File: config.mk
export PLATFORM = sky130hd
export DESIGN_NAME = q_serializer_flat
export DESIGN_NICKNAME = d
export VERILOG_FILES = /design/src/rtl/q_serializer_pkg.sv /design/src/rtl/q_serializer_if.sv /design/src/rtl/q_serializer_timer.sv /design/src/rtl/q_serializer.sv /design/src/flat_wrapper.sv
export SDC_FILE = /design/constraint.sdc
export NUM_CORES = 1
export LEC_CHECK = 0
export BUFFER_PORTS_ARGS = -buffer_cell sky130_fd_sc_hd__buf_2
export CAP_MARGIN = 10
export CORE_UTILIZATION = 51
export DETAILED_ROUTE_END_ITERATION = 6
export HOLD_SLACK_MARGIN = 0.15
export PLACE_DENSITY = 0.76
export SKIP_CTS_REPAIR_TIMING = 1
export SLEW_MARGIN = 20
export SYNTH_ARGS = -nofsm -noshare
export SYNTH_HDL_FRONTEND = slang
export SYNTH_SLANG_ARGS = --single-unit
File: constraint.sdc
create_clock -name clk -period 1.75 [get_ports clk]
set_input_delay 0.525 -clock clk [delete_from_list [all_inputs] [get_ports clk]]
set_output_delay 0.525 -clock clk [all_outputs]
set_load 0.05 [all_outputs]
File: src/rtl/q_serializer_pkg.sv
// -----------------------------------------------------------------------------
// q_link_pkg
// Shared definitions for the serialized-Q transmitter: FSM state encoding,
// default link parameters and a constant helper used to size the timer.
// -----------------------------------------------------------------------------
package q_link_pkg;

   typedef enum logic [1:0] {
      IDLE      = 2'd0,
      PULSE_HI  = 2'd1,
      PULSE_LO  = 2'd2,
      FRAME_GAP = 2'd3
   } q_state_e;

   localparam int BUS_WIDTH_DEF     = 10;
   localparam int Q_PER_PULSE_DEF   = 3;
   localparam int WTD_BUS_WIDTH_DEF = 3;

   // Largest of three durations; sizes the shared down-counter.
   function automatic int max3(input int a, input int b, input int c);
      int m;
      m = (a > b) ? a : b;
      return (m > c) ? m : c;
   endfunction

endpackage

File: src/rtl/q_serializer_if.sv
// -----------------------------------------------------------------------------
// q_serializer_if
// Value handshake into the serializer.
//   enable  : source permits new frames
//   q_valid : q_in holds a value to send
//   q_in    : charge value
//   q_ready : transmitter can take a value this cycle
// master = value source, slave = q_serializer.
// -----------------------------------------------------------------------------
interface q_serializer_if #(
   parameter int BUS_WIDTH = q_link_pkg::BUS_WIDTH_DEF
);
   logic                 enable;
   logic                 q_valid;
   logic [BUS_WIDTH-1:0] q_in;
   logic                 q_ready;

   modport master (output enable, q_valid, q_in, input q_ready);
   modport slave  (input enable, q_valid, q_in, output q_ready);
endinterface

File: src/rtl/q_serializer_timer.sv
// -----------------------------------------------------------------------------
// pulse_timer
// Loadable down-counter shared by all timed FSM states. Loading N-1 on state
// entry gives a dwell of exactly N cycles, with expired high on the last one.
//   clk, rst   : clock, asynchronous active-high reset
//   load       : load load_value this edge (takes priority over counting)
//   load_value : count to start from
//   expired    : counter is at zero
// -----------------------------------------------------------------------------
module pulse_timer #(
   parameter int CNT_W = 4
) (
   input  logic             clk,
   input  logic             rst,
   input  logic             load,
   input  logic [CNT_W-1:0] load_value,
   output logic             expired
);

   logic [CNT_W-1:0] count_q;

   // NOTE: sequential state uses non-blocking assignments so every register
   // samples pre-edge values regardless of process evaluation order.
   always_ff @(posedge clk or posedge rst) begin
      if (rst) begin
         count_q <= '0;
      end else if (load) begin
         count_q <= load_value;
      end else if (count_q != '0) begin
         count_q <= count_q - CNT_W'(1);
      end
   end

   assign expired = (count_q == '0);

endmodule

File: src/rtl/q_serializer.sv
// -----------------------------------------------------------------------------
// q_serializer
// Converts a charge value into a pulse train on q_serialized: one pulse per
// Q_PER_PULSE units (remainder dropped), then an idle gap longer than the
// receiver watchdog window to close the frame.
//   clk, rst     : clock, asynchronous active-high reset
//   q_bus        : value handshake (slave side)
//   q_serialized : registered pulse line
//   busy         : frame in progress
//   frame_done   : strobe on the last idle cycle of a frame
//   pulse_count  : pulses emitted in the current/last frame
// -----------------------------------------------------------------------------
module q_serializer
   import q_link_pkg::*;
#(
   parameter int BUS_WIDTH      = BUS_WIDTH_DEF,
   parameter int Q_PER_PULSE    = Q_PER_PULSE_DEF,
   parameter int PULSE_DURATION = 3,
   parameter int GAP_DURATION   = 2,
   parameter int WTD_BUS_WIDTH  = WTD_BUS_WIDTH_DEF,
   parameter int IDLE_CYCLES    = 2**WTD_BUS_WIDTH + 2
) (
   input  logic                 clk,
   input  logic                 rst,
   q_serializer_if.slave        q_bus,
   output logic                 q_serialized,
   output logic                 busy,
   output logic                 frame_done,
   output logic [BUS_WIDTH-1:0] pulse_count
);

   if (IDLE_CYCLES <= 2**WTD_BUS_WIDTH || IDLE_CYCLES <= GAP_DURATION) begin : g_bad_idle
      $error("IDLE_CYCLES must exceed 2**WTD_BUS_WIDTH and GAP_DURATION");
   end
   if (Q_PER_PULSE < 1 || PULSE_DURATION < 1 || GAP_DURATION < 1) begin : g_bad_dur
      $error("Q_PER_PULSE, PULSE_DURATION and GAP_DURATION must be >= 1");
   end

   localparam int CNT_W = $clog2(max3(PULSE_DURATION, GAP_DURATION, IDLE_CYCLES) + 1);
   localparam logic [BUS_WIDTH-1:0] QPP     = BUS_WIDTH'(Q_PER_PULSE);
   localparam logic [CNT_W-1:0]     LD_HI   = CNT_W'(PULSE_DURATION - 1);
   localparam logic [CNT_W-1:0]     LD_LO   = CNT_W'(GAP_DURATION - 1);
   localparam logic [CNT_W-1:0]     LD_GAP  = CNT_W'(IDLE_CYCLES - 1);

   q_state_e             state_q, state_d;
   logic [BUS_WIDTH-1:0] remaining_q, remaining_d;
   logic [BUS_WIDTH-1:0] pulse_count_q, pulse_count_d;
   logic                 busy_q, busy_d;
   logic                 ser_q;
   logic                 tmr_load;
   logic [CNT_W-1:0]     tmr_value;
   logic                 tmr_expired;
   logic                 q_ready;

   pulse_timer #(.CNT_W(CNT_W)) u_timer (
      .clk        (clk),
      .rst        (rst),
      .load       (tmr_load),
      .load_value (tmr_value),
      .expired    (tmr_expired)
   );

   assign q_ready       = (state_q == IDLE) && q_bus.enable;
   assign q_bus.q_ready = q_ready;

   // NOTE: every signal written here gets a default first, so no path through
   // the case statement can leave one unassigned and infer a latch.
   always_comb begin
      state_d       = state_q;
      remaining_d   = remaining_q;
      pulse_count_d = pulse_count_q;
      busy_d        = busy_q;
      tmr_load      = 1'b0;
      tmr_value     = '0;

      unique case (state_q)
         IDLE: begin
            if (q_bus.q_valid && q_ready) begin
               remaining_d   = q_bus.q_in;
               pulse_count_d = '0;
               busy_d        = 1'b1;
               tmr_load      = 1'b1;
               if (q_bus.q_in >= QPP) begin
                  state_d   = PULSE_HI;
                  tmr_value = LD_HI;
               end else begin
                  state_d   = FRAME_GAP;
                  tmr_value = LD_GAP;
               end
            end
         end
         PULSE_HI: begin
            if (tmr_expired) begin
               // Only entered with remaining >= QPP, so this cannot underflow.
               remaining_d   = remaining_q - QPP;
               pulse_count_d = pulse_count_q + BUS_WIDTH'(1);
               tmr_load      = 1'b1;
               if (remaining_d >= QPP) begin
                  state_d   = PULSE_LO;
                  tmr_value = LD_LO;
               end else begin
                  state_d   = FRAME_GAP;
                  tmr_value = LD_GAP;
               end
            end
         end
         PULSE_LO: begin
            if (tmr_expired) begin
               state_d   = PULSE_HI;
               tmr_load  = 1'b1;
               tmr_value = LD_HI;
            end
         end
         FRAME_GAP: begin
            if (tmr_expired) begin
               state_d = IDLE;
               busy_d  = 1'b0;
            end
         end
         default: state_d = IDLE;
      endcase
   end

   always_ff @(posedge clk or posedge rst) begin
      if (rst) begin
         state_q       <= IDLE;
         remaining_q   <= '0;
         pulse_count_q <= '0;
         busy_q        <= 1'b0;
         ser_q         <= 1'b0;
      end else begin
         state_q       <= state_d;
         remaining_q   <= remaining_d;
         pulse_count_q <= pulse_count_d;
         busy_q        <= busy_d;
         // Line register follows the next state so the pulse starts the cycle
         // right after the deciding edge, with no combinational glitches.
         ser_q         <= (state_d == PULSE_HI);
      end
   end

   assign q_serialized = ser_q;
   assign busy         = busy_q;
   assign pulse_count  = pulse_count_q;
   assign frame_done   = (state_q == FRAME_GAP) && tmr_expired;

endmodule

File: src/flat_wrapper.sv
// flat-port wrapper written by rule: the top's interface ports become plain ports
module q_serializer_flat import q_link_pkg::*;
#(
   parameter int BUS_WIDTH      = BUS_WIDTH_DEF,
   parameter int Q_PER_PULSE    = Q_PER_PULSE_DEF,
   parameter int PULSE_DURATION = 3,
   parameter int GAP_DURATION   = 2,
   parameter int WTD_BUS_WIDTH  = WTD_BUS_WIDTH_DEF,
   parameter int IDLE_CYCLES    = 2**WTD_BUS_WIDTH + 2
)
  (clk, rst, q_serialized, busy, frame_done, pulse_count, q_bus_enable, q_bus_q_valid, q_bus_q_in, q_bus_q_ready);
  q_serializer_if #(.BUS_WIDTH(BUS_WIDTH)) q_bus_i ();
  input  logic clk;
  input  logic rst;
  output logic q_serialized;
  output logic busy;
  output logic frame_done;
  output logic [BUS_WIDTH-1:0] pulse_count;
  input wire logic [$bits(q_bus_i.enable)-1:0] q_bus_enable;
  input wire logic [$bits(q_bus_i.q_valid)-1:0] q_bus_q_valid;
  input wire logic [$bits(q_bus_i.q_in)-1:0] q_bus_q_in;
  output wire logic [$bits(q_bus_i.q_ready)-1:0] q_bus_q_ready;
  assign q_bus_i.enable = q_bus_enable;
  assign q_bus_i.q_valid = q_bus_q_valid;
  assign q_bus_i.q_in = q_bus_q_in;
  assign q_bus_q_ready = q_bus_i.q_ready;
  q_serializer #(.BUS_WIDTH(BUS_WIDTH), .Q_PER_PULSE(Q_PER_PULSE), .PULSE_DURATION(PULSE_DURATION), .GAP_DURATION(GAP_DURATION), .WTD_BUS_WIDTH(WTD_BUS_WIDTH), .IDLE_CYCLES(IDLE_CYCLES)) u_core (.clk(clk), .rst(rst), .q_bus(q_bus_i), .q_serialized(q_serialized), .busy(busy), .frame_done(frame_done), .pulse_count(pulse_count));
endmodule
# Word level (Yosys, flattened, before mapping)
# Cells that the tools add are included.
# classes
add_sub_neg	3
multipliers	0
div	0
order_cmp	2
eq_ne	7
shifts	0
n_mux	27
bitwise_logic	0
n_reduce_logical	12
# ops
cell	n
$mux 10	4
$pmux 10 s2	2
$mux 4	6
$ge 10x2->1 const B	2
$mux 2	6
$pmux 4 s3	1
$add 10x1->10 const B	1
$sub 10x2->10 const B	1
$pmux 2 s4	1
$reduce_and 3->1	2
$reduce_bool 2->1	3
$mux 1	5
$eq 2x1->1 const B	2
$eq 2x2->1 const B	2
$logic_not 4->1	1
$ne 2x1->1 const B	2
$pmux 1 s2	2
$reduce_bool 4->1	1
$sub 4x1->4 const B	1
$logic_and 1x1->1	3
$logic_not 2->1	1
$ne 2x2->1 const B	1
$reduce_or 2->1	1
# totals
ff_bits	28
latch_bits	0
ram_bits	0
rom_bits	0
inputBits	14
n_memories	0

# Logic depth before layout (Yosys ltp)
# Gate-level depths: netlist of run 1.
# logic_depth
depth_word	6
ltp_mapped	9
ltp_nobuf	6

# Modules after synthesis
# A second synthesis of run 1 with hierarchy kept.
# hier_totals
cells_unflattened	215
hier_area_um2	1853.0
# modules_own_cells
module	instances	cells_per_inst	area_per_inst_um2	seq_area_each_um2
q_serializer	1	192	1616.6	600.6
pulse_timer	1	23	236.5	100.1

# Worst setup path after synthesis of run 1
# No wires, ideal clock.
# synth_path
path_type	flip-flop to output port
from	register u_core.u_timer.count_q[0]
to	output frame_done
t_arrival_ps	1421
required_ps	1225
slack_ps	-196
path_stages_with_launch	5
n_path_buf	0
cell_sequence	dfrtp_1 > inv_1 > ha_1 > nor3b_4 > and2_1
# synth_between
elab_chain_len	2
# synth_rtl
item	line	rtl
from (decl)	q_serializer_timer.sv:20	logic [CNT_W-1:0] count_q;
from (signal assigned)	q_serializer_timer.sv:28	count_q <= load_value;
from (signal assigned)	q_serializer_timer.sv:30	count_q <= count_q - CNT_W'(1);
$logic_not 4->1	q_serializer_timer.sv:34	assign expired = (count_q == '0);
$logic_and 1x1->1	q_serializer.sv:145	assign frame_done = (state_q == FRAME_GAP) && tmr_expired;
to (decl)	flat_wrapper.sv:17	output logic frame_done;
# Every way passes these cells.

# Final worst setup path of run 1
# Same ends and word-level chain as after synthesis.

==> results of run 1 <==
flip-flops by register name (all words and copies together) (netlist names):
register                flops
u_core.pulse_count         10
u_core.remaining_q         10
u_core.u_timer.count_q      4
u_core.state_q              2
u_core.busy                 1
u_core.q_serialized         1
through the flow:
stage                     instance area (um^2)  power [W]  util [%]
after global placement                    2420   0.000711      69.8
after detailed placement                  2420   0.000711      69.8
final                                     2830    0.00123      81.6
after floorplan                           1970   0.000674         -
after CTS                                 2490    0.00122      71.8
after global routing                      2830    0.00125      81.6
cells in the final DEF (no fill, tap or decap), types with 4 or more instances in the layout:
cell type,instances
buf_4,41
dfrtp_1,27
buf_2,26
nand2_1,14
nor2_1,12
a21oi_2,10
a21oi_1,9
nand3_1,9
buf_6,9
or3_1,7
o31ai_1,6
inv_1,6
and3_1,5
o21ai_0,5
o21ai_1,5
mux2i_1,5
ha_1,5
inv_2,4
o211ai_1,4
nor3_1,4
a2bb2oi_2,4
worst max-delay path: cells and delay by family, from the launching register on:
kind                     cells  cell delay (ns)
adder cells (fa/ha/maj)      1             0.13
flip-flops                   1             0.41
AND/OR/NAND/NOR              2             0.31
buffers and inverters        3             0.35
final timing paths:
path | to | slack [ns] | cells past startpoint
worst min register to register | u_core.pulse_count[9]$_DFFE_PP0P_ | 0.56 | 2
max in group asynchronous | u_core.u_timer.count_q[1]$_DFFE_PP0P_ | 1.07 | 3
worst max register to register | u_core.remaining_q[7]$_DFFE_PP0P_ | -0.20 | 8
worst max-delay path | frame_done | -0.27 | 6
worst min-delay path | u_core.pulse_count[5]$_DFFE_PP0P_ | 0.22 | 2
min in group clk | u_core.remaining_q[0]$_DFFE_PP0P_ | 0.53 | 3
kinds of logic (layout without fill, tap and decap cells):
kind of cell             after synthesis  count (layout)
multiplexers                           7               7
XOR/XNOR                               2               2
buffers and inverters                 18              95
AO/OA/AOI/OAI                         65              65
AND/OR/NAND/NOR                       82              82
flip-flops                            28              28
adder cells (fa/ha/maj)                9               9
area by class of cell:
class	instances	area, um^2	share of cell area [%]
Clock inverter	1	30.0	1.06
Inverter	10	37.5	1.33
Multi-Input combinational cell	165	1340	47.3
Timing Repair Buffer	81	624	22.1
Tap cell	46	57.6	2.03
Sequential cell	28	702	24.8
Clock buffer	3	41.3	1.46
per-layer routing:
| metal | vias up | share of wire [%] | global-route usage [%] | wire, um |
|---|---|---|---|---|
| met3 | 21 | 5.5 | 3.08 | 330 |
| met4 | 0 | 2.6 | 5.81 | 157 |
| li1 | 951 | - | - | - |
| met2 | 116 | 51 | 40.6 | 3010 |
| met1 | 991 | 41 | 34.4 | 2460 |
| met5 | - | 0 | 0 | 0 |
report_power, final:
part / switching (W) / internal, W
Sequential: 0 / 0.000647
Combinational: 0.0000308 / 0.0000222
Clock: 0.000219 / 0.000307
Total: 0.000250 / 0.000975
==> run_results.csv, run 1 <==
group,metric,value,unit
clock_network,cts.sinks,28,
drt,viasPerCell,6.22,
worst_setup_path,required,1.22,ns
grt,antenna_found_initial,0,
drt,first_pass_iters,7,
synthesis,synth.cell_area,1900,um^2
grt,grt_pass1_wl,7910,um
die,fp-row-count,21,
synthesis,synth_top_cell_by_area,"dfrtp_1",
worst_setup_path,r2r-start,"u_core.u_timer.count_q[0]$_DFFE_PP0P_",
power_and_ir_drop,power_density,433,nW/um^2
worst_setup_path,cp-startpoint,"u_core.u_timer.count_q[0]$_DFFE_PP0P_",
final_layout,nFillCells,206,
final_layout,layout-drive-gt1-share,46.2,%
clock_network,cts_made_buffers,3,
job,cap_violations,0,
clock_network,cts_buffer_depth,2,
worst_setup_path,slowest_stage,"dfrtp_1",
die,coreArea,3470,um^2
die,chipHeight,63.1,um
drt,post_drt_wl_per_cell,17.9,um
final_layout,fin_cells,334,
power_and_ir_drop,p_leak,1.26,nW
status,violations,"negative setup slack",
synthesis,synthAdderAreaFrac,5.91,%
clock_network,clk_pin_slew,0.11,ns
drt,wl,5960,um
die,num_io_pins,28,
grt,gr-total-overflow,0,
final_layout,n_antenna_cell,0,
worst_setup_path,path_class,"reg2out",
timing,setup_ws,-0.272,ns
timing,fmax,495,MHz
timing,setup_viol,26,
synthesis,syn-instance-count,211,
drt,dr_total_vias,2079,
synthesis,synthMuxAreaShare,3.81,%
synthesis,syn_avg_cell_area,9.03,um^2
timing,period_share,116,%
timing,worst_slew_pin_slew,0.434,ns
drt,drt_first_iter_violations,188,
final_layout,syn_to_final_growth,48.7,%
timing,tns,-2.70,ns
clock_network,root_buffer,"clkbuf_8",
synthesis,synthSimpleGateAreaFrac,24.0,%
synthesis,synth-main-ff-cell,"dfrtp_1",
worst_setup_path,critPathMaxFanout,4,
timing,skew,0.00788,ns
die,dieArea,3980,um^2
clock_network,cts_tree,"yes",
worst_setup_path,arrival,1.50,ns
placement,dp.cells,316,
synthesis,synthTopCellsByArea,"dfrtp_1, ha_1, a21oi_1, o31ai_1, nand2_1",
worst_hold_path,hp-class,"in2async",
timing,drv_slew,0,
grt,grt_start_max_net_pins,20,
drt,drc_errors,0,
synthesis,synth_top_family_by_area,"compound AO/OA/AOI/OAI gates",
timing,relSlewSlack,71.0,%
clock_network,worstSkewPairLatency,0.28,ns
grt,grtUsageTotal,24.7,%
die,start_util,54.9,%
placement,place_ws,-0.0857,ns
die,die_x,63.1,um
status,outcome,"complete, but fails checks",
worst_setup_path,worstPathCellList,"inv_2 -> ha_4 -> nor3b_4 -> buf_6 -> and2_4 -> buf_8",
synthesis,seq_area_frac_synth,36.8,%
synthesis,yosys.area.top_type_share,36.8,%
timing,layout_min_cycle_time,2.02,ns
grt,first_global_vias,1706,
placement,hpwl,3530,um
synthesis,ys_types,49,
worst_setup_path,cpPeakStageDelay,0.41,ns
power_and_ir_drop,peakVddDrop,399,uV
drt,drtAntennaViolNets,0,
clock_network,htreeDepth,1,
synthesis,syn-num-nets,234,
final_layout,nets,312,
synthesis,synth_common_cells,"dfrtp_1, a21oi_1, nand2_1",
synthesis,synth-compound-area-share,24.4,%
placement,portBuffers,27,
placement,gp_routability_congestion,0.835,
synthesis,synthArstFlopShare,100,%
synthesis,yosysWarningCount,0,
synthesis,synth-edff-count,0,
timing,rsz0062_at_grt,"true",
timing,hold_slack,0.216,ns
synthesis,yosysMostFrequentCell,"dfrtp_1",
synthesis,synth_seq_cells,28,
synthesis,synth-xor-area-share,0.920,%
worst_setup_path,startpoint_type,"flip-flop",
worst_setup_path,setup.worst_path.end_class,"output port",
timing,finalHoldViolations,0,
No activity file was read; power rests on OpenSTA's default activity.
==> inputs of run 2 (changes only) <==
Settings changed: ABC_AREA from default to 1, PLACE_DENSITY 0.76 to 0.77, SKIP_LAST_GASP from default to 1.
==> run_results.csv, run 2 <==
group,metric,value,unit
synthesis,syn-num-nets,261,
drt,post_drt_wl_per_cell,12.9,um
final_layout,layout-drive-gt1-share,36.0,%
timing,layout_min_cycle_time,2.07,ns
synthesis,yosysWarningCount,0,
synthesis,ys_types,34,
clock_network,htreeDepth,1,
drt,viasPerCell,5.16,
status,outcome,"complete, but fails checks",
grt,grtUsageTotal,23.5,%
synthesis,synthArstFlopShare,100,%
timing,setup_ws,-0.316,ns
die,start_util,53.9,%
die,die_x,61.6,um
worst_setup_path,setup.worst_path.end_class,"output port",
synthesis,synth-compound-area-share,15.8,%
final_layout,nets,324,
synthesis,synth-edff-count,0,
final_layout,final_cell_mix,"nand2_1, buf_4, nor2_1",
final_layout,fin_util,73.0,%
clock_network,root_buffer,"clkbuf_4",
power_and_ir_drop,peakVddDrop,350,uV
die,chipHeight,61.6,um
status,violations,"negative setup slack",
clock_network,cts_buffer_depth,2,
final_layout,nFillCells,264,
synthesis,synthAdderAreaFrac,6.21,%
synthesis,synthMuxAreaShare,0,%
drt,drt_first_iter_violations,65,
power_and_ir_drop,p_leak,1.28,nW
synthesis,synth.cell_area,1810,um^2
final_layout,regArea,701,um^2
clock_network,cts_made_buffers,3,
synthesis,synth-main-ff-cell,"dfrtp_1",
grt,grt_use_met2,39.0,%
synthesis,synth-xor-area-share,1.45,%
timing,hold_slack,0.215,ns
timing,relSlewSlack,75.6,%
synthesis,synth_top_family_by_area,"simple AND/OR/NAND/NOR gates",
placement,portBuffers,27,
final_layout,syn_to_final_growth,35.4,%
worst_setup_path,path_class,"reg2out",
clock_network,clk_pin_slew,0.15,ns
final_layout,layout_commonest_cell,"nand2_1",
synthesis,synth_common_cells,"nand2_1, inv_1, nor2_1",
die,fp-row-count,21,
drt,drc_errors,0,
synthesis,syn_avg_cell_area,7.62,um^2
drt,wl,4470,um
grt,grt_util_met1,31.1,%
worst_setup_path,critPathMaxFanout,4,
clock_network,cts.sinks,28,
placement,place_ws,-0.123,ns
grt,top_usage_layer,"met2",
clock_network,worstSkewPairLatency,0.34,ns
final_layout,n_antenna_cell,0,
timing,fmax,484,MHz
die,coreArea,3360,um^2
grt,antenna_found_initial,0,
synthesis,seq_area_frac_synth,38.6,%
timing,worst_slew_pin_slew,0.366,ns
worst_setup_path,arrival,1.54,ns
synthesis,yosys.area.top_type_share,38.6,%
timing,period_share,118,%
final_layout,multi_input_area,1090,um^2
synthesis,synthTopCellsByArea,"dfrtp_1, nand2_1, inv_1, o21ai_0, nor2_1",
placement,hpwl,3070,um
timing,skew,0.00108,ns
worst_hold_path,hp-class,"in2async",
timing,finalHoldViolations,0,
synthesis,synth_seq_cells,28,
synthesis,syn-instance-count,238,
drt,first_pass_iters,4,
power_and_ir_drop,power_density,414,nW/um^2
die,num_io_pins,28,
synthesis,yosysMostFrequentCell,"nand2_1",
timing,rsz0062_at_grt,"true",
grt,first_global_vias,1553,
timing,drv_slew,0,
worst_setup_path,required,1.22,ns
job,cap_violations,0,
grt,grt_pass1_wl,6530,um
timing,setup_viol,17,
drt,drtAntennaViolNets,0,
synthesis,synthSimpleGateAreaFrac,29.3,%
worst_setup_path,startpoint_type,"flip-flop",
grt,gr-total-overflow,0,
synthesis,synth_top_cell_by_area,"dfrtp_1",
grt,grt_start_max_net_pins,29,
die,dieArea,3800,um^2
grt,grt_use_met3,2.10,%
clock_network,cts_tree,"yes",
drt,dr_total_vias,1787,
placement,gp_routability_congestion,0.909,
## run 2: changes by cell type in the layout (fill, tap and decap cells not counted), moves of 7 or more
cell	delta
nand2_1	+19
a21oi_2	-9
or3_1	-7
nand3_1	+7
buf_4	-9
o21ai_0	+14
inv_1	+20
nor2_1	+17
buf_6	-7
## run 2: metal layers
| metal | share of wire [%] | wire [um] |
|---|---|---|
| met1 | 43 | 1930 |
| met2 | 51 | 2280 |
| met4 | 1.7 | 77 |
| met3 | 3.9 | 176 |
| met5 | 0 | 0 |
## run 2: logic make-up (layout without fill, tap and decap cells)
family,after synthesis,in the layout
simple gates,108,108
compound gates,50,50
buf+inv,40,102
flops,28,28
fa+ha+maj,9,9
xor+xnor,3,3
## run 2: final cells by class
cell class / count / area share, %
multi-input combinational: 170 / 44.4
timing repair buffer: 61 / 17.0
inverter: 37 / 6.27
sequential: 28 / 28.5
tap: 46 / 2.34
clock buffer: 4 / 1.48
## run 2: final timing paths
check	startpoint	endpoint	slack (ns)	depth (start not counted)
min in group clk	q_bus_q_in[4]	u_core.remaining_q[4]$_DFFE_PP0P_	0.43	3
worst max-delay path	u_core.u_timer.count_q[0]$_DFFE_PP0P_	frame_done	-0.32	7
max in group asynchronous	rst	u_core.remaining_q[6]$_DFFE_PP0P_	1.27	3
worst min register to register	u_core.pulse_count[6]$_DFFE_PP0P_	u_core.pulse_count[6]$_DFFE_PP0P_	0.50	1
worst min-delay path	rst	u_core.pulse_count[7]$_DFFE_PP0P_	0.21	3
worst max register to register	u_core.u_timer.count_q[0]$_DFFE_PP0P_	u_core.pulse_count[7]$_DFFE_PP0P_	-0.20	14
## run 2: critical path: stages, from the launching register on
cell	delay [ns]
dfrtp_1	0.42
inv_2	0.09
ha_4	0.15
nand2_4	0.06
nor2_4	0.17
inv_4	0.06
nor2_4	0.10
buf_8	0.15
## run 2: through the flow
step           total power, W  area (um^2)  setup TNS, ns  instances
2_1_floorplan        0.000671         1860         -0.335        238
3_3_place_gp         0.000699         2240         -0.210        334
3_5_place_dp         0.000699         2240         -0.732        334
4_1_cts               0.00102         2280          -1.61        338
5_1_grt               0.00105         2460          -4.52        346
6_report              0.00102         2460          -1.80        346
## run 2: power breakdown
| part | total (W) | internal, W | switching [W] | leakage [nW] |
|---|---|---|---|---|
| Combinational | 0.0000391 | 0.0000147 | 0.0000244 | 0.922 |
| Sequential | 0.000647 | 0.000647 | 0 | 0.334 |
| Clock | 0.000329 | 0.000128 | 0.000202 | 0.0210 |
==> inputs of run 3 (changes only) <==
Settings changed: CORE_ASPECT_RATIO from default to 1.4.
==> run_results.csv, run 3 (same netlist as run 2, synthesis figures left out) <==
group,metric,value,unit
timing,period_share,120,%
drt,wl_met1,1870,um
drt,post_drt_wl_per_cell,14.3,um
clock_network,cts_made_buffers,3,
drt,wl_met2,2770,um
grt,grtUsageTotal,25.1,%
final_layout,nets,330,
worst_setup_path,reg2reg_to,"u_core.pulse_count[7]$_DFFE_PP0P_",
worst_setup_path,critPathMaxFanout,4,
status,violations,"negative setup slack",
placement,hpwl,3310,um
worst_setup_path,startpoint_type,"flip-flop",
clock_network,clk_pin_slew,0.11,ns
worst_setup_path,required,1.22,ns
placement,gp_routability_congestion,0.885,
timing,layout_min_cycle_time,2.09,ns
status,outcome,"complete, but fails checks",
clock_network,cts.sinks,28,
final_layout,fin_util,77.7,%
grt,first_global_vias,1775,
drt,drt_first_iter_violations,56,
drt,wl_met3,177,um
final_layout,final_area,2620,um^2
drt,dr_total_vias,1886,
timing,drv_slew,0,
die,chipHeight,72.6,um
clock_network,cts_buffer_depth,2,
drt,first_pass_iters,4,
final_layout,final_cell_mix,"buf_4, nand2_1, dfrtp_1",
drt,drc_errors,0,
worst_hold_path,hp-class,"in2async",
clock_network,worstSkewPairLatency,0.29,ns
power_and_ir_drop,p_leak,1.32,nW
die,dieArea,3800,um^2
worst_setup_path,path_class,"reg2out",
placement,placed_area,2260,um^2
drt,wl,4940,um
final_layout,n_antenna_cell,0,
worst_setup_path,cp-startpoint,"u_core.u_timer.count_q[0]$_DFFE_PP0P_",
drt,viasPerCell,5.45,
timing,setup_ws,-0.342,ns
timing,tns,-1.95,ns
final_layout,layout-drive-gt1-share,42.2,%
final_layout,nFillCells,229,
power_and_ir_drop,power_density,467,nW/um^2
worst_setup_path,r2r-start,"u_core.u_timer.count_q[0]$_DFFE_PP0P_",
die,num_io_pins,28,
grt,grt_pass1_wl,7100,um
job,cap_violations,0,
die,die_x,52.4,um
final_layout,syn_to_final_growth,44.6,%
drt,routed.top_layer,"met4",
clock_network,cts_tree,"yes",
clock_network,root_buffer,"clkbuf_8",
worst_setup_path,critPathCapture,"frame_done",
die,fp-row-count,25,
clock_network,htreeDepth,1,
grt,gr-total-overflow,0,
timing,setup_viol,16,
die,start_util,53.7,%
timing,finalHoldViolations,0,
timing,fmax,478,MHz
die,coreArea,3380,um^2
worst_setup_path,setup.worst_path.end_class,"output port",
power_and_ir_drop,power,0.00123,W
timing,rsz0062_at_grt,"true",
placement,portBuffers,27,
worst_setup_path,regToRegSetupSlack,-0.27,ns
grt,grt_start_max_net_pins,29,
drt,drtAntennaViolNets,0,
final_layout,layout_commonest_cell,"buf_4",
timing,worst_slew_pin_slew,0.387,ns
timing,hold_slack,0.283,ns
timing,skew,0.00437,ns
grt,antenna_found_initial,0,
timing,relSlewSlack,74.1,%
worst_setup_path,worst_r2r_path_depth,14,
worst_setup_path,arrival,1.57,ns
power_and_ir_drop,peakVddDrop,423,uV
run 3: cell type report:
class | count | area [um^2] | area share (%)
Tap cell | 40 | 50.0 | 1.91
Clock inverter | 1 | 30.0 | 1.14
Multi-Input combinational cell | 170 | 1160 | 44.3
Sequential cell | 28 | 701 | 26.7
Inverter | 37 | 159 | 6.06
Clock buffer | 3 | 41.3 | 1.57
Timing Repair Buffer | 67 | 482 | 18.4
run 3: worst min-delay path by stage:
| stage | startpoint | endpoint | slack, ns | cells past startpoint |
|---|---|---|---|---|
| 4_1_cts | rst | u_core.q_serialized$_DFF_PP0_ | 0.30 | 3 |
| 3_5_place_dp | u_core.busy$_DFFE_PP0P_ | u_core.busy$_DFFE_PP0P_ | 0.48 | 1 |
| 3_3_place_gp | u_core.busy$_DFFE_PP0P_ | u_core.busy$_DFFE_PP0P_ | 0.47 | 1 |
| 2_1_floorplan | u_core.remaining_q[7]$_DFFE_PP0P_ | u_core.remaining_q[7]$_DFFE_PP0P_ | 0.47 | 2 |
| 6_report | rst | u_core.pulse_count[6]$_DFFE_PP0P_ | 0.28 | 3 |
| 5_1_grt | rst | u_core.pulse_count[6]$_DFFE_PP0P_ | 0.31 | 3 |
run 3: per-stage QoR:
step           instances  setup WS, ns
5_1_grt              346        -0.409
3_5_place_dp         330        -0.165
4_1_cts              334        -0.462
3_3_place_gp         330       -0.0639
2_1_floorplan        238        -0.121
6_report             346        -0.342
run 3: routing by layer:
metal | vias to the layer above | global-route usage [%]
li1 | 922 | -
met1 | 897 | 26.3
met2 | 56 | 46.4
met3 | 11 | 3.54
met4 | 0 | 13.5
met5 | - | 0
run 3: power breakdown:
part | internal (W) | switching, W
combinational | 0.0000161 | 0.0000252
clock | 0.000307 | 0.000231
sequential | 0.000647 | 0
run 3: worst max-delay path: stages, from the launching register on:
cell and delay, ns:
dfrtp_1 0.41, inv_2 0.09, ha_4 0.14, nand2_4 0.06
nor2_4 0.16, buf_6 0.13, inv_6 0.04, nor2_4 0.08
buf_6 0.16
